===== src/rtl/rv_isa_pkg.sv =====
// RV32I encoding constants shared by the instruction encoder, its packer and checker models.
package rv_isa_pkg;

  localparam logic [2:0] FMT_I = 3'b000;
  localparam logic [2:0] FMT_S = 3'b001;
  localparam logic [2:0] FMT_B = 3'b010;
  localparam logic [2:0] FMT_U = 3'b011;
  localparam logic [2:0] FMT_J = 3'b100;
  localparam logic [2:0] FMT_R = 3'b101;

  localparam logic [6:0] OP_IMM    = 7'b0010011;
  localparam logic [6:0] OP_LOAD   = 7'b0000011;
  localparam logic [6:0] OP_OP     = 7'b0110011;
  localparam logic [6:0] OP_JAL    = 7'b1101111;
  localparam logic [6:0] OP_STORE  = 7'b0100011;
  localparam logic [6:0] OP_LUI    = 7'b0110111;
  localparam logic [6:0] OP_BRANCH = 7'b1100011;

  localparam logic [31:0] NOP_WORD = 32'h0000_0013;

  typedef enum logic [1:0] {
    ST_IDLE  = 2'd0,
    ST_RUN   = 2'd1,
    ST_DRAIN = 2'd2,
    ST_DONE  = 2'd3
  } state_t;

endpackage


===== src/rtl/rv_insn_pack.sv =====
// Pure combinational RV32I field-to-word packer; flags illegal formats and odd branch/jump offsets.
module rv_insn_pack
  import rv_isa_pkg::*;
(
  input  logic [2:0]  fmt,
  input  logic [6:0]  opcode,
  input  logic [2:0]  funct3,
  input  logic [6:0]  funct7,
  input  logic [4:0]  rd,
  input  logic [4:0]  rs1,
  input  logic [4:0]  rs2,
  input  logic [31:0] imm,
  output logic [31:0] word,
  output logic        bad_fmt,
  output logic        misaligned
);

  always_comb begin
    word = NOP_WORD;
    unique case (fmt)
      FMT_I: word = {imm[11:0], rs1, funct3, rd, opcode};
      FMT_S: word = {imm[11:5], rs2, rs1, funct3, imm[4:0], opcode};
      FMT_B: word = {imm[12], imm[10:5], rs2, rs1, funct3, imm[4:1], imm[11], opcode};
      FMT_U: word = {imm[31:12], rd, opcode};
      FMT_J: word = {imm[20], imm[10:1], imm[11], imm[19:12], rd, opcode};
      FMT_R: word = {funct7, rs2, rs1, funct3, rd, opcode};
      default: word = NOP_WORD;
    endcase
  end

  assign bad_fmt    = (fmt == 3'b110) || (fmt == 3'b111);
  // B/J offsets are halfword multiples; bit 0 is never encoded.
  assign misaligned = ((fmt == FMT_B) || (fmt == FMT_J)) && imm[0];

endmodule


===== src/rtl/rv_insn_encoder.sv =====
// Test-program loader: packs one command per cycle into an RV32I word and writes it to
// consecutive imem addresses through a single registered write port.
module rv_insn_encoder
  import rv_isa_pkg::*;
#(
  parameter int AW    = 10,
  parameter int DEPTH = 1024
) (
  input  logic          clk,
  input  logic          rst_n,
  input  logic          start,
  input  logic [AW-1:0] base_addr,
  input  logic          cmd_valid,
  output logic          cmd_ready,
  input  logic          cmd_last,
  input  logic [2:0]    cmd_fmt,
  input  logic [6:0]    cmd_opcode,
  input  logic [2:0]    cmd_funct3,
  input  logic [6:0]    cmd_funct7,
  input  logic [4:0]    cmd_rd,
  input  logic [4:0]    cmd_rs1,
  input  logic [4:0]    cmd_rs2,
  input  logic [31:0]   cmd_imm,
  output logic          imem_we,
  output logic [AW-1:0] imem_addr,
  output logic [31:0]   imem_wdata,
  input  logic          imem_ready,
  output logic          busy,
  output logic          done,
  output logic          err_fmt,
  output logic          err_align,
  output logic [AW:0]   word_count
);

  localparam logic [AW:0]   LAST_IDX = (AW+1)'(DEPTH - 1);
  localparam logic [AW:0]   CNT_ONE  = 1;
  localparam logic [AW-1:0] ADDR_ONE = 1;

  state_t        state_q, state_d;
  logic [AW-1:0] addr_q, addr_d;
  logic [AW:0]   cmd_cnt_q, cmd_cnt_d;
  logic          we_q, we_d;
  logic [AW-1:0] oaddr_q, oaddr_d;
  logic [31:0]   wdata_q, wdata_d;
  logic [AW:0]   wc_q, wc_d;
  logic          done_q, done_d;
  logic          err_fmt_q, err_fmt_d;
  logic          err_align_q, err_align_d;

  logic [31:0] pack_word;
  logic        pack_bad_fmt;
  logic        pack_misaligned;
  logic        accept;
  logic        wr_fire;
  logic        start_ok;

  rv_insn_pack u_pack (
    .fmt        (cmd_fmt),
    .opcode     (cmd_opcode),
    .funct3     (cmd_funct3),
    .funct7     (cmd_funct7),
    .rd         (cmd_rd),
    .rs1        (cmd_rs1),
    .rs2        (cmd_rs2),
    .imm        (cmd_imm),
    .word       (pack_word),
    .bad_fmt    (pack_bad_fmt),
    .misaligned (pack_misaligned)
  );

  // The output register can take a new word whenever it is empty or being drained this cycle.
  assign cmd_ready = (state_q == ST_RUN) && (!we_q || imem_ready);
  assign accept    = cmd_valid && cmd_ready;
  assign wr_fire   = we_q && imem_ready;
  assign start_ok  = start && ((state_q == ST_IDLE) || (state_q == ST_DONE));

  always_comb begin
    state_d     = state_q;
    addr_d      = addr_q;
    cmd_cnt_d   = cmd_cnt_q;
    we_d        = we_q;
    oaddr_d     = oaddr_q;
    wdata_d     = wdata_q;
    wc_d        = wc_q;
    done_d      = done_q;
    err_fmt_d   = err_fmt_q;
    err_align_d = err_align_q;

    if (wr_fire) begin
      we_d = 1'b0;
      wc_d = wc_q + CNT_ONE;
    end

    unique case (state_q)
      ST_IDLE, ST_DONE: begin
        if (start_ok) begin
          state_d     = ST_RUN;
          addr_d      = base_addr;
          cmd_cnt_d   = '0;
          wc_d        = '0;
          done_d      = 1'b0;
          err_fmt_d   = 1'b0;
          err_align_d = 1'b0;
        end
      end
      ST_RUN: begin
        if (accept) begin
          we_d      = 1'b1;
          oaddr_d   = addr_q;
          wdata_d   = pack_word;
          addr_d    = addr_q + ADDR_ONE;
          cmd_cnt_d = cmd_cnt_q + CNT_ONE;
          if (pack_bad_fmt)    err_fmt_d   = 1'b1;
          if (pack_misaligned) err_align_d = 1'b1;
          if (cmd_last || (cmd_cnt_q == LAST_IDX)) state_d = ST_DRAIN;
        end
      end
      ST_DRAIN: begin
        if (!we_q || imem_ready) begin
          state_d = ST_DONE;
          done_d  = 1'b1;
        end
      end
      default: state_d = ST_IDLE;
    endcase
  end

  always_ff @(posedge clk or negedge rst_n) begin
    if (!rst_n) begin
      state_q     <= ST_IDLE;
      addr_q      <= '0;
      cmd_cnt_q   <= '0;
      we_q        <= 1'b0;
      oaddr_q     <= '0;
      wdata_q     <= '0;
      wc_q        <= '0;
      done_q      <= 1'b0;
      err_fmt_q   <= 1'b0;
      err_align_q <= 1'b0;
    end else begin
      state_q     <= state_d;
      addr_q      <= addr_d;
      cmd_cnt_q   <= cmd_cnt_d;
      we_q        <= we_d;
      oaddr_q     <= oaddr_d;
      wdata_q     <= wdata_d;
      wc_q        <= wc_d;
      done_q      <= done_d;
      err_fmt_q   <= err_fmt_d;
      err_align_q <= err_align_d;
    end
  end

  assign imem_we    = we_q;
  assign imem_addr  = oaddr_q;
  assign imem_wdata = wdata_q;
  assign busy       = (state_q == ST_RUN) || (state_q == ST_DRAIN);
  assign done       = done_q;
  assign err_fmt    = err_fmt_q;
  assign err_align  = err_align_q;
  assign word_count = wc_q;

endmodule

===== config.mk =====
export PLATFORM = sky130hd
export DESIGN_NAME = rv_insn_encoder
export DESIGN_NICKNAME = d
export VERILOG_FILES = /design/src/rtl/rv_isa_pkg.sv /design/src/rtl/rv_insn_pack.sv /design/src/rtl/rv_insn_encoder.sv
export SDC_FILE = /design/constraint.sdc
export NUM_CORES = 1
export LEC_CHECK = 0
export CORE_ASPECT_RATIO = 0.7
export CORE_MARGIN = 5
export CORE_UTILIZATION = 53
export DETAILED_ROUTE_END_ITERATION = 8
export DONT_BUFFER_PORTS = 1
export PLACE_DENSITY_LB_ADDON = 0.1
export SLEW_MARGIN = 10
export SYNTH_ARGS = -nofsm -noshare
export SYNTH_HDL_FRONTEND = slang
export SYNTH_HIERARCHICAL = 1
export SYNTH_SLANG_ARGS = --single-unit

===== constraint.sdc =====
create_clock -name clk -period 2 [get_ports clk]
set_input_delay 0.4 -clock clk [delete_from_list [all_inputs] [get_ports clk]]
set_output_delay 0.4 -clock clk [all_outputs]
set_load 0.02 [all_outputs]

# Word-level counts from Yosys, hierarchy flattened
# Index checks and enable logic that the tools add are counted.
# totals
ff_bits	80
input_bits	83
out_inout_bits	59
word_cells	80
# classes
n_addsub	3
n_eq_ne	17
mux	27
reduce_logical	23
# ops
cell	count
$pmux W32 S6	1
$mux W11	5
$add A11 B1 Y11 const B	2
$pmux W11 S2	1
$mux W10	2
$pmux W10 S2	1
$eq A3 B3 Y1 const B	4
$reduce_and A4 Y1	3
$eq A11 B10 Y1 const B	1
$add A10 B1 Y10 const B	1
$ne A2 B2 Y1 const B	5
$mux W1	9
$mux W2	4
$eq A3 B2 Y1 const B	2
$logic_or A1 B1 Y1	6
$pmux W1 S2	3
$pmux W2 S3	1
$reduce_and A3 Y1	2
$logic_and A1 B1 Y1	5
$eq A2 B2 Y1 const B	2
$reduce_bool A2 Y1	2
$eq A3 B1 Y1 const B	1
$logic_not A3 Y1	1
$eq A2 B1 Y1 const B	1
other kinds (5)	5

# Depth between registers and ports, before layout
# Gate-level depths: netlist (run 1).
# depth
ltp_word	6
ltp_mapped	9
mapped_depth_nobuf	7

# Hierarchy
# Netlist (run 1), hierarchy kept.
# by_module_without_submodules
mod	n_inst	cells_per_inst	area_per_inst_um2	seq_area_each_um2
rv_insn_encoder	1	310	3616.0	2001.9
rv_insn_pack	1	124	873.3	0.0

# Worst setup path after synthesis (run 1)
# Ideal clock, no wire load.
# synth_timing
path_type	reg2reg
start	reg state_q[0]
end	reg addr_q[1]
setup_time_ns	0.127
arrival_ns	1.684
t_required_ns	1.873
setup_slack_ns	0.189
path_stages_with_launch	9
path_buffers	2
synth_period_minus_slack_ns	1.811
cell_sequence	dfrtp_1 -> inv_1 -> ha_1 -> buf_4 -> nand2b_2 -> o2111ai_4 -> buf_6 -> a222oi_1 -> inv_1
# synth_via
elab_chain_len	5
elab_cells_between_ends	13
cone_classes	eq/ne: 4; mux: 1; reduce/logical: 8
# synth_rtl
element	line_no	source
start, declared	rv_insn_encoder.sv:39	state_t state_q, state_d;
start signal, assigned	rv_insn_encoder.sv:141	state_q <= state_d;
$eq A2 B2 Y1, or another cell as far along	rv_insn_encoder.sv:75, rv_insn_encoder.sv:94	
$logic_or A1 B1 Y1 or $logic_and A1 B1 Y1 (tied branches)	rv_insn_encoder.sv:75, rv_insn_encoder.sv:72	
$logic_and A1 B1 Y1 (on tied branches)	rv_insn_encoder.sv:75, rv_insn_encoder.sv:73	
$ne A2 B2 Y1 (no line)	--	
$reduce_and A3 Y1 (no line)	--	
end signal, assigned	rv_insn_encoder.sv:142	addr_q <= addr_d;
end, declared	rv_insn_encoder.sv:40	logic [AW-1:0] addr_q, addr_d;
# Several ways; a longest one is shown, not always the timed one.
# A chain may end at the register's enable or synchronous reset.

# Worst setup path in the final report (run 1)
# layout_timing
start	reg state_q[1]
end	out cmd_ready
# layout_via
elab_chain_len	2
# layout_rtl
element	line_no	source
$eq A2 B1 Y1	rv_insn_encoder.sv:72	assign cmd_ready = (state_q == ST_RUN) && (!we_q || imem_ready);
$logic_and A1 B1 Y1	rv_insn_encoder.sv:72	
end, declared	rv_insn_encoder.sv:14	output logic cmd_ready,
# No other way between the ends.

==> run summary, run 1 <==
dominant cells by area after synthesis: dfrtp_1 (45%), mux2_1 (9.8%), mux2i_1 (3.8%)
post-synthesis sequential area ratio: 44.59%
Post-Syn Instances: 434
failing checks: hold timing
vias in the first global route: 3,207
Crit path arrival time: 1.56 ns
Total Routing Usage GR: 20.29%
setup ws final: 0.04010 ns
fin crit share: 98.00%
count of buffers from port buffering: 0
post-synthesis simple-gate area fraction: 16.69%
Critical R2R Capture: cmd_cnt_q[6]
via count: 3,370
Initial Util: 53.62%
initial antenna violation count: 0
sequential share of power: 46.7%
remaining antenna violation count: 0
Syn Area/Cell: 10.34 µm²
DR WL/cell: 19.42 µm
residual DRC count: 0
main combinational cell family by area after synthesis: simple AND/OR/NAND/NOR gates
adder-cell share of the synthesized area: 1.672%
Die Span Y: 87 µm
clk slew on worst S/H paths: 0.06 ns
CP endpoint kind: output pin
FMAX: 510.2 MHz
worst-case clock buffer depth: 2
Total Die Area: 10,440 µm²
worst vdd ir: 684.5 µV
clock root buffer: clkbuf_16
pwr dens: 1406 nW/µm²
Synth area leader: dfrtp_1
clock network power share: 23.6%
RSZ-0062 raised after global routing: true
synth warn: 6
Area Overhead vs Synth: 8.389%
switch share: 40.07%
largest net degree at the start of global routing: 81
Core Rows: 28
hold slack: -0.2387 ns
dpl ws: 0.05791 ns
CTS tree: built
RR Startpoint: state_q[0]
DR iter-0 viols: 274
leakage power: 2.154 nW
Synth Area in Compound Gates: 15.22%
Tightest Pin Transition: 0.5715 ns
Worst-Skew Late Latency: 0.33 ns
Max-cap violations: 0
I/O pin cnt: 142
Int Pwr: 0.004101 W
Detailed Route WL: 10,520 µm
first-pass GRT wire length: 16,930 µm
global placer's final weighted congestion: 0.8331
flop2flop setup slack: 0.09 ns
critical path class: flop to output pin
final hold violations: 80
First-pass DRT Iterations: 4
Max H-tree Level: 3
Final Util: 58.11%
Final Max Tran Viols: 0
cells on worst reg2reg path: 8
post-synthesis mux area share: 14.58%
Post-synth EDFFs: 0
post-detail-place hpwl: 7501 µm
# nets final: 522
Crit Path Max Fanout: 9
worst hold path class: primary input to asynchronous set/reset pin
Syn Nets: 523
Synth Register Bits: 80
most frequent cells in the layout: dfrtp_1 (80), mux2_1 (39), nor2_1 (31)
synthesized cell area: 4489 µm²
skew final: 0.005930 ns
Worst EP required: 1.60 ns
Sink Count: 80
Num CTS Buffers: 9
critical path launch point: state_q[1]
vias per std cell: 6.218
global route overflow: 0
Setup Viol. Count Final: 0
power consumption: 0.006842 W
max-slew headroom at the worst pin: 61.78%
Synth cell types: 56
Post-Synth XOR/XNOR Area: 2.731%
core footprint: 8373 µm²
post-route minimum period: 1.960 ns
share of Yosys cell area claimed by the top area cell type: 44.59%
Comb pwr share: 29.7%
outcome: complete, but fails checks
ant diodes: 0
ys async rst share: 100.0%
die width: 120 µm
Worst Setup EP: cmd_ready
Net Switching: 0.002741 W
most common cell after layout, fill and taps aside: dfrtp_1
layout cell share with drive strength beyond 1: 11.67%
Synth Flop Type: dfrtp_1
Critical Path Start Type: flop
-- critical path, stage by stage, from the launching register on --
cell and delay (ns):
dfrtp_1 0.39, inv_1 0.09, ha_2 0.31, buf_4 0.19
and2_1 0.26
-- power groups by stage --
| stage | Combinational, W | Clock [W] | Sequential [W] |
|---|---|---|---|
| 2_1_floorplan | 0.00161 | 0 | 0.00306 |
| 5_1_grt | 0.00225 | 0.00172 | 0.00328 |
| 4_1_cts | 0.00196 | 0.00165 | 0.00321 |
| 6_report | 0.00203 | 0.00161 | 0.00320 |
| 3_3_place_gp | 0.00189 | 0 | 0.00322 |
| 3_5_place_dp | 0.00194 | 0 | 0.00323 |
-- state kept, by name, indices dropped and copies added, names as in the netlist --
name        flops
imem_wdata     32
cmd_cnt_q      11
word_count     11
addr_q         10
imem_addr      10
state_q         2
done            1
err_align       1
err_fmt         1
imem_we         1
-- metrics by stage --
step / area (µm²) / hold WS, ns / instances / setup TNS, ns
2_1_floorplan: 4489 / 0.1044 / 434 / 0
3_3_place_gp: 4546 / 0.1059 / 525 / 0
3_5_place_dp: 4546 / 0.1061 / 525 / 0
4_1_cts: 4837 / -0.2532 / 540 / 0
5_1_grt: 4866 / -0.2569 / 542 / -0.04848
6_report: 4866 / -0.2387 / 542 / 0
-- final cells by class --
class | instances | area (µm²)
fill | 713 | 3507
multi-input combinational | 317 | 2301
sequential | 80 | 2002
clock buffer | 12 | 246.5
tap | 105 | 131.4
timing repair buffer | 13 | 97.59
inverter | 12 | 45.04
clock inverter | 3 | 42.54
-- what timing repair did --
action | 4_1_cts | 5_1_grt
gates resized for setup | 1 | 2
endpoints found under the hold margin | 80 | 80
setup endpoints to repair | 1 | 12
pin swaps | 0 | 1
buffers inserted | 0 | 2
-- cell families (layout without fill, tap and decap cells) --
family,Yosys count,in the layout
AO/OA/AOI/OAI,98,98
XOR/XNOR,14,14
adder cells (fa/ha/maj),6,6
buffers and inverters,37,40
flip-flops,80,80
multiplexers,60,60
AND/OR/NAND/NOR,139,139
-- synth_stat cells (all sizes together), types with 2 or more instances --
cell	n
nor2b	15
dfrtp	80
or3	4
xor2	5
a211o	6
a31oi	3
clkbuf	3
xnor2	9
buf	22
nor2	32
nand2	28
o22ai	14
nand2b	8
and2	6
mux2i	17
o211ai	2
nor3	8
a22oi	10
and3	9
a21oi	22
o311ai	4
inv	12
mux2	43
o21ai	21
o221a	6
nand3	15
nand4	8
o31ai	3
ha	6
-- layer usage --
metal | part of all wire [%] | vias up | global-route usage, % | wire (µm)
met1 | 46 | 1649 | 27.75 | 4831
met4 | 2.0 | 0 | 6.341 | 211
li1 | - | 1583 | - | -
met5 | 0 | - | 0 | 0
met2 | 43 | 118 | 29.87 | 4571
met3 | 8.6 | 20 | 7.857 | 909
-- how the worst min path moves through the flow --
| stage | start | endpoint | depth (start not counted) |
|---|---|---|---|
| after global placement | rst_n | imem_wdata[9] | 0 |
| after floorplan | rst_n | addr_q[0] | 0 |
| after CTS | rst_n | imem_wdata[10] | 0 |
| after global routing | rst_n | imem_wdata[10] | 0 |
| final | rst_n | imem_wdata[7] | 0 |
| after detailed placement | rst_n | imem_wdata[9] | 0 |
Power figures use the tool's default switching activity.
==> inputs of run 2 (changes only) <==
- CAP_MARGIN: default -> 20
==> results of run 2 <==
Final layout, timing and power as in run 1 (identical DEF).
==> inputs of run 3 (changes only) <==
- SYNTH_HIERARCHICAL: 1 -> default
==> run 3 against run 2 <==
  * Die area shrank 1.2%
  * Clock skew grew 0.0050 ns
  * The run still ends with hold timing left
  * Synthesized cell count grew 11%
==> run summary, run 3 <==
outcome: complete, but fails checks
failing checks: hold timing
most frequent cells in the layout: dfrtp_1 (80), nand2_1 (71), o21ai_0 (39)
most common cell after layout, fill and taps aside: dfrtp_1
Final Max Tran Viols: 0 (unchanged)
Setup TNS: 0 ns (unchanged)
remaining antenna violation count: 0 (unchanged)
worst-case clock buffer depth: 2 (unchanged)
vias per std cell: 6.291 (+1.2%)
worst hold path class: primary input to asynchronous set/reset pin
Total Die Area: 10,310 µm² (-1.2%)
count of buffers from port buffering: 0 (unchanged)
Post-synth EDFFs: 0 (unchanged)
First-pass DRT Iterations: 4 (unchanged)
Die Span Y: 86.49 µm (-0.59%)
synthesized cell area: 4429 µm² (-1.3%)
top-count cell post-synth: dfrtp_1
skew final: 0.01097 ns (+0.005045 ns)
clock root buffer: clkbuf_16
RR Startpoint: state_q[0]
Core Rows: 27 (-3.6%)
initial antenna violation count: 0 (unchanged)
FMAX: 514.9 MHz (+0.92%)
Detailed Route WL: 11,320 µm (+7.5%)
global placer's final weighted congestion: 0.8043 (-3.5%)
CP endpoint kind: output pin
Num CTS Buffers: 9 (unchanged)
fillers: 664 (-6.9%)
DR iter-0 viols: 252 (-8.0%)
Syn Nets: 570 (+9.0%)
top cells by count, synth: dfrtp_1 (80), nand2_1 (71), o21ai_0 (39)
ant diodes: 0 (unchanged)
final hold violations: 80 (unchanged)
clk slew on worst S/H paths: 0.06 ns (about the same)
Critical R2R Capture: cmd_cnt_q[7]
Sink Count: 80 (unchanged)
share of Yosys cell area claimed by the top area cell type: 45.20% (+0.60 points)
Final Util: 61.57% (+3.5 points)
Synth Flop Type: dfrtp_1
adder-cell share of the synthesized area: 1.695% (+0.023 points)
cells on worst reg2reg path: 6 (-2)
Synth cell types: 52 (-7.1%)
global route overflow: 0 (unchanged)
Area Overhead vs Synth: 11.30%
Worst EP required: 1.60 ns (about the same)
Syn Area/Cell: 9.208 µm² (-11%)
Max H-tree Level: 3 (unchanged)
critical path class: flop to output pin
Synth area leader: dfrtp_1
max FFs per register: 32 (unchanged)
dominant cells by area after synthesis: dfrtp_1 (45%), nand2_1 (6.0%), o21ai_0 (4.4%)
post-synthesis mux area share: 4.209% (-10 points)
Max-cap violations: 0 (unchanged)
fin crit share: 97.10% (-0.89 points)
via count: 3,680 (+9.2%)
Crit path arrival time: 1.54 ns (-0.02 ns)
Post-Syn Instances: 481 (+11%)
sequence of cells on the critical path: inv_2, ha_1, buf_4, buf_6, inv_4, buf_6
I/O pin cnt: 142 (unchanged)
layout cell share with drive strength beyond 1: 10.74% (-0.93 points)
Post-Synth XOR/XNOR Area: 1.582% (-1.1 points)
core footprint: 8006 µm² (-4.4%)
max-slew headroom at the worst pin: 60.08% (-1.7 points)
post-synthesis sequential area ratio: 45.20% (+0.60 points)
leakage power: 2.064 nW (-4.2%)
Largest stage delay, worst path: 0.38 ns (about the same)
Total Routing Usage GR: 21.90% (+1.6 points)
Synth Area in Compound Gates: 24.49% (+9.3 points)
Worst-Skew Late Latency: 0.34 ns (about the same)
slowest stage cell, crit path: dfrtp_1
post-detail-place hpwl: 7993 µm (+6.6%)
largest net degree at the start of global routing: 81 (unchanged)
Tightest Pin Transition: 0.5976 ns (+0.02614 ns)
hold slack: -0.2470 ns (-0.008273 ns)
Synth Register Bits: 80 (unchanged)
die width: 119.3 µm (-0.61%)
most frequent CP cell: buf_6
vias in the first global route: 3,484 (+8.6%)
main combinational cell family by area after synthesis: compound AO/OA/AOI/OAI gates
first-pass GRT wire length: 18,080 µm (+6.8%)
post-synthesis simple-gate area fraction: 18.70% (+2.0 points)
ys async rst share: 100.0% (unchanged)
DR WL/cell: 19.34 µm (-0.39%)
Initial Util: 55.32% (+1.7 points)
Crit Path Max Fanout: 10 (+1)
residual DRC count: 0 (unchanged)
pwr dens: 1561 nW/µm² (+11%)
flop2flop setup slack: 0.08 ns (about the same)
CTS tree: built
Setup Viol. Count Final: 0 (unchanged)
post-route minimum period: 1.942 ns (-0.01785 ns)
Critical Path Start Type: flop
# nets final: 569 (+9.0%)
synth warn: 0 (-6)
worst vdd ir: 610.0 µV (-11%)
[run 3: cell count changes in the layout (fill, tap and decap cells not counted), sizes merged, moves of 7 or more]
cell    delta
nand2     +43
mux2      -38
o21ai     +19
a22o      +15
nor2      -15
o221ai    +13
a21oi     +12
o21a      +10
o22ai     -10
and3       -8
or3        +7
[run 3: cells by family (layout without fill, tap and decap cells)]
logic type	count (synthesis)	in the layout
XOR/XNOR	8	8
AO/OA/AOI/OAI	160	160
multiplexers	18	18
buffers and inverters	42	45
adder cells (fa/ha/maj)	6	6
flip-flops	80	80
AND/OR/NAND/NOR	167	167
[run 3: how the worst max path moves through the flow]
stage | startpoint | endpoint
after floorplan | state_q[0] | cmd_cnt_q[7]
after global placement | state_q[0] | cmd_cnt_q[4]
after detailed placement | state_q[0] | cmd_cnt_q[3]
after CTS | state_q[0] | busy
after global routing | state_q[1] | imem_wdata[4]
final | state_q[0] | busy
[run 3: area by class of cell]
class	count	area, µm²	share of cell area (%)
clock buffer	10	239.0	4.848
clock inverter	5	81.33	1.650
inverter	12	47.55	0.9645
multi-input combinational	359	2278	46.22
sequential	80	2002	40.61
tap	101	126.4	2.563
timing repair buffer	18	155.1	3.147
[run 3: worst max-delay path: cells and delay by family (launching register included)]
family,cells,cell delay (ns)
buf+inv,5,0.53
flops,1,0.38
fa+ha+maj,1,0.28
[run 3: what timing repair did]
item,CTS,global route
gates resized for setup,2,9
pin swaps,1,1
setup endpoints to repair,6,19
endpoints found under the hold margin,80,80
setup buffers,1,1
[run 3: metal layers]
layer | routed length [µm] | GRT usage, %
met1 | 4824 | 28.35
met2 | 5326 | 34.03
met3 | 1064 | 10.24
met4 | 100 | 4.311
met5 | 0 | 0
[run 3: where the power goes]
part	internal [W]	total, W	switching, W
Sequential	0.00221	0.00329	0.00108
Clock	0.00112	0.00176	0.000637
Combinational	0.00120	0.00265	0.00145
Total	0.00452	0.00769	0.00317
[run 3: stage by stage]
step           setup WS [ns]  power, W  hold WS (ns)  std cells  cell area [µm²]
2_1_floorplan         0.1332  0.005053        0.1044        481             4429
3_3_place_gp         0.09446  0.005698        0.1060        568             4553
4_1_cts             0.001942  0.007625       -0.2570        584             4885
3_5_place_dp        0.006401  0.005786        0.1057        568             4553
5_1_grt            -0.006541  0.008208       -0.2687        585             4930
6_report             0.05795  0.007694       -0.2470        585             4930
